===== src/rtl/mem_march_tester.sv =====
// March-style SDRAM traffic generator: writes pat(a) over a window, reads it back in order, and
// reports pass/fail. Optional macro INVERT_PASS_EN adds a second pass with the inverted pattern.
module mem_march_tester #(
   parameter int unsigned       ADDR_W     = 22,
   parameter int unsigned       DATA_W     = 16,
   parameter logic [ADDR_W-1:0] START_ADDR = '0,
   parameter int unsigned       NUM_WORDS  = 256,
   parameter logic [DATA_W-1:0] SEED       = 16'hA5C3,
   parameter int unsigned       MAX_OUT    = 4,
   parameter int unsigned       TIMEOUT    = 1024
) (
   input  logic              clk,
   input  logic              rst_n,
   input  logic              start,
   input  logic              mem_wait,
   input  logic              mem_valid,
   input  logic [DATA_W-1:0] mem_rdata,
   output logic              mem_req,
   output logic              mem_we,
   output logic [ADDR_W-1:0] mem_addr,
   output logic [DATA_W-1:0] mem_wdata,
   output logic              busy,
   output logic              done,
   output logic              pass,
   output logic [15:0]       err_count,
   output logic [ADDR_W-1:0] first_err_addr,
   output logic [DATA_W-1:0] first_err_data,
   output logic              timeout,
   output logic              unexp_valid
);

   localparam int unsigned CNT_W = (NUM_WORDS > 1) ? $clog2(NUM_WORDS) : 1;
   localparam int unsigned OUT_W = 4;
   localparam int unsigned WD_W  = $clog2(TIMEOUT + 1);

   typedef enum logic [2:0] {
      StIdle,
      StWrite,
      StRead,
      StDrain,
      StDone
`ifdef INVERT_PASS_EN
      ,
      StWrite2,
      StRead2,
      StDrain2
`endif
   } state_e;

   state_e              state_q, state_d;
   logic [ADDR_W-1:0]   addr_q, addr_d;
   logic [CNT_W-1:0]    cnt_q, cnt_d;
   logic [ADDR_W-1:0]   exp_addr_q, exp_addr_d;
   logic [OUT_W-1:0]    outstanding_q, outstanding_d;
   logic [WD_W-1:0]     wd_q, wd_d;
   logic [15:0]         err_q, err_d;
   logic [ADDR_W-1:0]   fe_addr_q, fe_addr_d;
   logic [DATA_W-1:0]   fe_data_q, fe_data_d;
   logic                timeout_q, timeout_d;
   logic                unexp_q, unexp_d;

   logic                is_write, is_read, is_drain, inv;
   logic                accept, rd_acc, valid_ok, mismatch, last_word, wd_fire, begin_run;
   logic [16:0]         err_sum;
   logic [DATA_W-1:0]   exp_data;

   function automatic logic [DATA_W-1:0] pat(input logic [ADDR_W-1:0] a, input logic invert);
      logic [DATA_W-1:0] p;
      p = a[DATA_W-1:0] ^ SEED;
      return invert ? ~p : p;
   endfunction

   always_comb begin
      is_write = 1'b0;
      is_read  = 1'b0;
      is_drain = 1'b0;
      inv      = 1'b0;
      unique case (state_q)
         StWrite:  is_write = 1'b1;
         StRead:   is_read  = 1'b1;
         StDrain:  is_drain = 1'b1;
`ifdef INVERT_PASS_EN
         StWrite2: begin is_write = 1'b1; inv = 1'b1; end
         StRead2:  begin is_read  = 1'b1; inv = 1'b1; end
         StDrain2: begin is_drain = 1'b1; inv = 1'b1; end
`endif
         default:  ;
      endcase
   end

   // Request outputs depend only on registered state, so they hold while mem_wait is high.
   assign mem_req   = is_write | (is_read & (outstanding_q < OUT_W'(MAX_OUT)));
   assign mem_we    = is_write;
   assign mem_addr  = mem_req ? addr_q : '0;
   assign mem_wdata = is_write ? pat(addr_q, inv) : '0;

   assign accept    = mem_req & ~mem_wait;
   assign rd_acc    = accept & is_read;
   assign valid_ok  = mem_valid & (outstanding_q != '0);
   assign exp_data  = pat(exp_addr_q, inv);
   assign mismatch  = valid_ok & (mem_rdata != exp_data);
   assign last_word = (cnt_q == CNT_W'(NUM_WORDS - 1));
   assign err_sum   = {1'b0, err_q} + 17'(outstanding_q);

   assign busy           = (state_q != StIdle) && (state_q != StDone);
   assign done           = (state_q == StDone);
   assign pass           = done && (err_q == '0) && !timeout_q;
   assign err_count      = err_q;
   assign first_err_addr = fe_addr_q;
   assign first_err_data = fe_data_q;
   assign timeout        = timeout_q;
   assign unexp_valid    = unexp_q;
   assign begin_run      = start && ((state_q == StIdle) || (state_q == StDone));

   always_comb begin
      state_d       = state_q;
      addr_d        = addr_q;
      cnt_d         = cnt_q;
      exp_addr_d    = exp_addr_q;
      outstanding_d = outstanding_q;
      wd_d          = wd_q;
      err_d         = err_q;
      fe_addr_d     = fe_addr_q;
      fe_data_d     = fe_data_q;
      timeout_d     = timeout_q;
      unexp_d       = unexp_q;
      wd_fire       = 1'b0;

      unique case ({rd_acc, valid_ok})
         2'b10:   outstanding_d = outstanding_q + OUT_W'(1);
         2'b01:   outstanding_d = outstanding_q - OUT_W'(1);
         default: ;
      endcase

      if (valid_ok) begin
         exp_addr_d = exp_addr_q + ADDR_W'(1);
      end
      if (mismatch) begin
         if (err_q != 16'hFFFF) begin
            err_d = err_q + 16'd1;
         end
         if (err_q == '0) begin
            fe_addr_d = exp_addr_q;
            fe_data_d = mem_rdata;
         end
      end
      if (mem_valid && (outstanding_q == '0) && busy) begin
         unexp_d = 1'b1;
      end

      if ((outstanding_q != '0) && !mem_valid) begin
         if (wd_q == WD_W'(TIMEOUT - 1)) begin
            wd_fire = 1'b1;
         end else begin
            wd_d = wd_q + WD_W'(1);
         end
      end else begin
         wd_d = '0;
      end

      if (accept) begin
         addr_d = addr_q + ADDR_W'(1);
         cnt_d  = cnt_q + CNT_W'(1);
      end

      unique case (state_q)
         StWrite: begin
            if (accept && last_word) begin
               state_d = StRead;
               addr_d  = START_ADDR;
               cnt_d   = '0;
            end
         end
         StRead: begin
            if (accept && last_word) state_d = StDrain;
         end
         StDrain: begin
            if (outstanding_d == '0) begin
`ifdef INVERT_PASS_EN
               state_d    = StWrite2;
               addr_d     = START_ADDR;
               cnt_d      = '0;
               exp_addr_d = START_ADDR;
`else
               state_d = StDone;
`endif
            end
         end
`ifdef INVERT_PASS_EN
         StWrite2: begin
            if (accept && last_word) begin
               state_d = StRead2;
               addr_d  = START_ADDR;
               cnt_d   = '0;
            end
         end
         StRead2: begin
            if (accept && last_word) state_d = StDrain2;
         end
         StDrain2: begin
            if (outstanding_d == '0) state_d = StDone;
         end
`endif
         default: ;
      endcase

      // Lost returns count as errors so a hung controller can never report pass.
      if (wd_fire) begin
         state_d       = StDone;
         outstanding_d = '0;
         wd_d          = '0;
         timeout_d     = 1'b1;
         err_d         = err_sum[16] ? 16'hFFFF : err_sum[15:0];
      end

      if (begin_run) begin
         state_d       = StWrite;
         addr_d        = START_ADDR;
         cnt_d         = '0;
         exp_addr_d    = START_ADDR;
         outstanding_d = '0;
         wd_d          = '0;
         err_d         = '0;
         fe_addr_d     = '0;
         fe_data_d     = '0;
         timeout_d     = 1'b0;
         unexp_d       = 1'b0;
      end
   end

   always_ff @(posedge clk or negedge rst_n) begin
      if (!rst_n) begin
         state_q       <= StIdle;
         addr_q        <= '0;
         cnt_q         <= '0;
         exp_addr_q    <= '0;
         outstanding_q <= '0;
         wd_q          <= '0;
         err_q         <= '0;
         fe_addr_q     <= '0;
         fe_data_q     <= '0;
         timeout_q     <= 1'b0;
         unexp_q       <= 1'b0;
      end else begin
         state_q       <= state_d;
         addr_q        <= addr_d;
         cnt_q         <= cnt_d;
         exp_addr_q    <= exp_addr_d;
         outstanding_q <= outstanding_d;
         wd_q          <= wd_d;
         err_q         <= err_d;
         fe_addr_q     <= fe_addr_d;
         fe_data_q     <= fe_data_d;
         timeout_q     <= timeout_d;
         unexp_q       <= unexp_d;
      end
   end

endmodule


===== config.mk =====
export PLATFORM = sky130hd
export DESIGN_NAME = mem_march_tester
export DESIGN_NICKNAME = d
export VERILOG_FILES = /design/src/rtl/mem_march_tester.sv
export SDC_FILE = /design/constraint.sdc
export NUM_CORES = 1
export LEC_CHECK = 0
export BUFFER_PORTS_ARGS = -buffer_cell sky130_fd_sc_hd__buf_2
export CAP_MARGIN = 15
export CORE_MARGIN = 1
export CORE_UTILIZATION = 50
export CTS_CLUSTER_SIZE = 10
export DETAILED_ROUTE_END_ITERATION = 10
export MAX_ROUTING_LAYER = met4
export PLACE_DENSITY = 0.75
export SYNTH_ARGS = -nofsm -noshare
export SYNTH_HDL_FRONTEND = slang
export SYNTH_SLANG_ARGS = --single-unit

===== constraint.sdc =====
create_clock -name clk -period 3.4 [get_ports clk]
set_clock_uncertainty 0.2 [all_clocks]
set_input_delay 0.34 -clock clk [delete_from_list [all_inputs] [get_ports clk]]
set_output_delay 0.34 -clock clk [all_outputs]
set_load 0.01 [all_outputs]

Word level (Yosys, flattened, before mapping)
Cells that the tools add are included.
- add/sub/neg operators: 8
- magnitude comparators: 1
- equality and inequality tests: 15
- muxes and demuxes: 44
- bitwise logic cells: 9
- reduce and logical (&&, ||, !) cells: 28
- operator list (cell ; count):
    2-to-1 mux 22 bit ; 10
    2-to-1 mux 16 bit ; 9
    adder 22 x 1 -> 22 bit, second input constant ; 2
    2-to-1 mux 11 bit ; 4
    2-to-1 mux 8 bit ; 4
    adder 16 x 4 -> 17 bit ; 1
    adder 16 x 1 -> 16 bit, second input constant ; 1
    logical NOT 16 bit ; 1
    inequality test 16 bit ; 1
    inequality test 16 bit, second input constant ; 1
    inequality test 4 bit, second input constant ; 4
    NOT 8 bit ; 2
    2-to-1 mux 3 bit ; 5
    adder 11 x 1 -> 11 bit, second input constant ; 1
    == test 11 x 10 -> 1 bit, second input constant ; 1
    nonzero test 2 bit ; 5
    one-hot mux 3 bit (3 select lines) ; 1
    nonzero test 3 bit ; 3
    adder 8 x 1 -> 8 bit, second input constant ; 1
    == test 8 bit, second input constant ; 1
    logical AND 1 bit ; 8
    logical NOT 4 bit ; 2
    2-to-1 mux 1 bit ; 8
    2-to-1 mux 4 bit ; 2
    other kinds (20) ; 27
- register bits after elaboration: 126
- input port bits: 21
- output and inout port bits: 99
- word-level logic and storage cells: 116

Logic depth before layout (Yosys ltp)
- depth in word-level cells: 13
- mapped depth: 14
- gate-level depth less buffers: 12

Worst setup path after synthesis
Ideal clock, no wire load.
- kind: reg2reg
- start point: register outstanding_q[3]
- end point: register state_q[1]
- setup time: 144 ps
- data arrival time: 3110 ps
- data required time: 3056 ps
- path slack: -54 ps
- stages on the path, launching flop included: 15
- path buffers: 2
- clock period less this slack: 3454 ps
- path through: dfrtp_1 > or4b_4 > a211oi_2 > buf_6 > nand2_1 > ha_1 > clkbuf_1 > xor2_1 > ha_1 > a21oi_1 > xor2_1 > nor2_1 > xor2_1 > a311oi_1 > o22ai_1
- word-level cells in the longest chain between the ends: 10
- elaborated cells between the ends (all ways): 23
- classes of those cells: add/sub (2); order compare (1); eq/ne (5); mux (4); bitwise (5); reduce/logical (6)
- ends and longest elaborated chain (element ; RTL line ; text):
    start: declaration ; 54 ; logic [OUT_W-1:0] outstanding_q, outstanding_d;
    start signal: assignment ; 249 ; outstanding_q <= outstanding_d;
    less-than comparator 4 x 3 -> 1 bit ; 92 ; assign mem_req = is_write | (is_read & (outstanding_q < OUT_W'(MAX_OUT)));
    bitwise AND 1 bit ; 92 ;
    OR 1 bit ; 92 ;
    bitwise AND 1 bit ; 97 ; assign accept = mem_req & ~mem_wait;
    bitwise AND 1 bit ; 98 ; assign rd_acc = accept & is_read;
    == test 2 x 1 -> 1 bit / == test 2 bit (equally long branches) ; 129 ; unique case ({rd_acc, valid_ok})
    one-hot mux 4 bit (2 select lines) ; 129 ;
    logical NOT 4 bit ; 178 ; if (outstanding_d == '0) begin
    inequality test 4 bit (no line) ; n/a ;
    AND reduction 4 bit (no line) ; n/a ;
    end signal: assignment ; 233 ; state_q <= StIdle;
    end signal: assignment ; 245 ; state_q <= state_d;
    end: declaration ; 50 ; state_e state_q, state_d;
Several ways; a longest one is shown, not always the timed one.
A chain may end at the register's enable or synchronous reset.

Final worst setup path
- start point: register state_q[0]
- end point: register state_q[1]
- word-level cells in the longest chain between the ends: 11
- elaborated cells between the ends (all ways): 26
- classes of those cells: eq/ne (9); mux (6); bitwise (4); reduce/logical (7)
- ends and longest elaborated chain (element ; RTL line ; text):
    == test 3 x 2 -> 1 bit ; 78, 166 ;
    2-to-1 mux 1 bit ; 78 ; unique case (state_q)
    bitwise AND 1 bit ; 92 ;
    OR 1 bit ; 92 ;
    bitwise AND 1 bit ; 97 ;
    bitwise AND 1 bit ; 98 ;
    == test 2 x 1 -> 1 bit / == test 2 bit (equally long branches) ; 129 ;
    one-hot mux 4 bit (2 select lines) ; 129 ;
    logical NOT 4 bit ; 178 ;
    inequality test 4 bit (no line) ; n/a ;
    AND reduction 4 bit (no line) ; n/a ;
Several ways; a longest one is shown, not always the timed one.

==> summary by stage <==
STA
The minimum hold slack is roughly 16 ps. Summed over all failing endpoints, the final setup total negative slack is 0 ps. Setup violations remaining at the end of the flow were counted as 0.

The part of the cycle the worst path needs is 0.925. The final critical-path setup slack is 254 ps. Setup repair after global routing left no endpoint under its margin. The number of pins with negative max-slew slack in the final report was 0.

Derived from the worst setup path, the maximum achievable clock frequency is 318 MHz. Headroom to the max-slew limit came out at 0.454. For the pin with the worst max-slew slack, the measured transition is roughly 810 ps. The final critical delay including setup and external delays is between 3000 and 4000 ps. The count of endpoints failing hold in the final timing report is 0.

Floorplan
The floorplan step defined a core boundary enclosing around 13000 um2. The vertical extent of the die is roughly 120 um. The floorplan step defined a die boundary enclosing between 10000 and 15000 um2. The initial utilization of the core area, before any placement, comes to 0.517. The horizontal extent of the die is about 120 um.

The standard-cell row count is 42. 120 I/O pins were placed.

Clock tree
For the worst-skew pair, the clock arrives at the later sink with an insertion delay of around 410 ps. Buffers inserted during clock tree synthesis total 17. No sink is reached through more buffers than the 2 on the longest clock path. Counting every sink on the clock net gives approximately 130. The post-CTS clock slew at the launch and capture registers of the worst setup and hold paths is roughly 50 ps. The root buffer cell chosen for the clock tree is sky130_fd_sc_hd__clkbuf_16. The clock tree synthesis step divided the H-tree into 4 levels. The number of instances resized during post-cts repair is 0. TritonCTS built the clock tree.

Synth
The share of flip-flops with an asynchronous set or reset after synthesis is 1.00. When the netlist entered floorplanning its net count stood at 761. After synthesis, the mean cell area works out to about 9.5 um2. The leading register cell type out of synthesis is sky130_fd_sc_hd__dfrtp_1. The sequential fraction of the synthesis area is 0.457. The gate count after technology mapping is 726.

The number of different library cells used by synthesis comes to 63. The number of flops mapped to enable cells by yosys is 0. During synthesis, Yosys emitted a total of 0 warnings. The netlist area before placement is ~6900 um2. Counting flops and latches in the post-synthesis netlist gives about 130.

Worst setup path
The arrival time reported for the critical path endpoint is between 3000 and 4000 ps. The worst setup path is captured at a flip-flop. Data on the critical path is required at its endpoint by about 3500 ps. The largest fanout on the critical path is 6.

The critical path is of the flip-flop to flip-flop type. The type of origin of the critical path is a flip-flop.

Detailed routing
The via density per instance is ~5.7. The remaining antenna violation count after routing is 0. The first-pass detailed-route iteration total is 5.

After detailed routing, the number of remaining DRC violations is 0. Summed over all layers, the routed wires come to 17.3 mm. The first routing iteration left 513 violations. The detailed-route via count is between 6000 and 7000. The detail-routed net length per standard cell is around 16 um.

Global routing
The initial antenna violation count is 0. The first global-routing pass estimated approximately 28 mm of wire. The largest net degree at the start of global routing is between 40 and 50. For this run the aggregate overflow at the end of global routing stands at 0. The number of global-route vias before repair is approximately 5700. For this run, the total global-route usage over all layers was measured as 0.258.

Pwr
The share of total power dissipated in combinational logic is 0.243. The leakage power of the design is roughly 4.1 nW. The switching component of the power is roughly 1.7 mW. The share of total power in the clock network is 0.371. IR analysis of the VDD net gives a maximum drop of around 0.44 mV. The power per cell area is 605 nW/um2. Summing internal, switching and leakage power gives approximately 5.2 mW. The share of total power in sequential cells is 0.386. The internal power contribution is 3.48 mW.

The switching part of the total is 0.324.

Finish
Compared with the post-synthesis result, the final layout area differs by 23.5%. At the end of the flow the core is filled with cells to 0.638. The repair_antennas step left the layout with diodes totalling 0. Once layout is done, the placed cells without fillers occupy roughly 8500 um2. The total number of nets in the final design is 897.

Of the cells placed in the final design, the portion with a size suffix greater than 1 is 0.214. The final cell count without fillers is ~1100.

Job
Across the run, the number of max-cap violations was 0.

Placed design
Routability-driven placement finished with a final weighted congestion of about 0.95. Summing all placed instances gives a cell area of 7730 um2. Once detailed placement completed, the half-perimeter wirelength came to 12.0 mm. The cell total after placement is approximately 1000.

The pre-CTS setup slack is 254 ps. The count of input and output buffers is between 100 and 150.

Worst hold path
The min-delay analysis places its worst path in the category input pin to flip-flop.

Outcome
The flow ran to the end, and the final reports show no timing, DRC or antenna violations.
## cells by family after synthesis
group           after synthesis  share of synthesized area
flops                       126                      0.457
mux                           6                    0.00888
xor+xnor                     94                      0.119
buf+inv                      57                     0.0337
simple gates                304                      0.223
compound gates              125                      0.131
fa+ha+maj                    14                     0.0265
## layer usage
layer / up-vias / wire length (um) / GRT usage
met3: 34 / 1010 / 0.0431
met4: 0 / 403 / 0.103
met1: 2933 / 7580 / 0.342
li1: 2823 / - / -
met5: - / 0 / -
met2: 240 / 8300 / 0.395
## synthesized netlist by cell type, drive strengths merged (5+ instances only)
cell,number,area share
xor2,48,0.061
nor2,92,0.050
a22o,39,0.049
xnor2,46,0.058
ha,13,0.024
nand4,18,0.018
clkbuf,27,0.015
o21ai,19,0.014
nor3,18,0.013
inv,18,0.0098
and2,37,0.034
a31oi,6,0.0054
buf,12,0.0092
and3,12,0.011
and4,8,0.010
dfrtp,126,0.46
nand2,53,0.029
nor4,14,0.013
mux2i,5,0.0073
a21oi,29,0.022
nand3,31,0.022
## worst max-delay path, cell delays in order (launching register included)
cell	delay, ps
sky130_fd_sc_hd__dfrtp_1	430
sky130_fd_sc_hd__or4b_4	520
sky130_fd_sc_hd__a211oi_2	250
sky130_fd_sc_hd__nand2_1	100
sky130_fd_sc_hd__ha_1	220
sky130_fd_sc_hd__xor2_1	150
sky130_fd_sc_hd__ha_1	190
sky130_fd_sc_hd__a21oi_1	150
sky130_fd_sc_hd__xor2_1	170
sky130_fd_sc_hd__nor2_1	70
sky130_fd_sc_hd__xor2_1	160
sky130_fd_sc_hd__a311oi_2	270
sky130_fd_sc_hd__o22ai_1	130
## sequential cells by signal (all words and copies together), names as in the netlist
register and count:
addr_q 22, exp_addr_q 22, first_err_addr 22, err_count 16, first_err_data 16, wd_q 11
cnt_q 8, outstanding_q 4, state_q 3, timeout 1, unexp_valid 1
## cell usage in the layout, fill, tap and decap left out, types with 13 or more instances in the layout
cell	instances
sky130_fd_sc_hd__buf_2	118
sky130_fd_sc_hd__nand2_1	53
sky130_fd_sc_hd__a22o_1	39
sky130_fd_sc_hd__o21ai_0	18
sky130_fd_sc_hd__buf_4	22
sky130_fd_sc_hd__nand4_1	17
sky130_fd_sc_hd__and2_1	37
sky130_fd_sc_hd__dlygate4sd3_1	16
sky130_fd_sc_hd__nor2_1	92
sky130_fd_sc_hd__ha_1	13
sky130_fd_sc_hd__nand3_1	31
sky130_fd_sc_hd__xor2_1	48
sky130_fd_sc_hd__a21oi_1	28
sky130_fd_sc_hd__nor4_1	13
sky130_fd_sc_hd__clkbuf_16	17
sky130_fd_sc_hd__xnor2_1	46
sky130_fd_sc_hd__dfrtp_1	126
sky130_fd_sc_hd__inv_1	17
sky130_fd_sc_hd__nor3_1	17
## timing repair
item                       CTS  global route
hold endpoints to repair    59             0
setup endpoints to repair    0             0
hold buffers                16             0
buffers inserted             0             0
## path summary, 6_finish.rpt
check                                        start                 end  slack, ps  depth (start not counted)
worst min register to register  first_err_addr[15]  first_err_addr[15]        300                          1
worst max register to register          state_q[0]          state_q[1]        250                         12
worst min-delay path                  mem_rdata[2]   first_err_data[2]         20                          2
max in group asynchronous                    rst_n  first_err_addr[13]       1810                          3
worst max-delay path                    state_q[0]          state_q[1]        250                         12
min in group asynchronous                    rst_n   first_err_data[0]        280                          2
## final cells by class
class / instances / area (um2)
Timing Repair Buffer: 156 / 916
Fill cell: 1084 / 4830
Sequential cell: 126 / 3150
Clock buffer: 19 / 443
Multi-Input combinational cell: 543 / 3530
Inverter: 18 / 67.6
Clock inverter: 13 / 188
Tap cell: 176 / 220
## power groups by stage
| stage | Clock (mW) | Sequential, mW | Combinational [mW] |
|---|---|---|---|
| after floorplan | 0 | 1.90 | 0.891 |
| after CTS | 1.95 | 1.98 | 1.26 |
| after detailed placement | 0 | 2.00 | 1.23 |
| after global routing | 2.02 | 2.02 | 1.40 |
| after global placement | 0 | 1.99 | 1.21 |
| final | 1.91 | 1.99 | 1.25 |
Note: power is estimated with default switching activity, not from simulation.
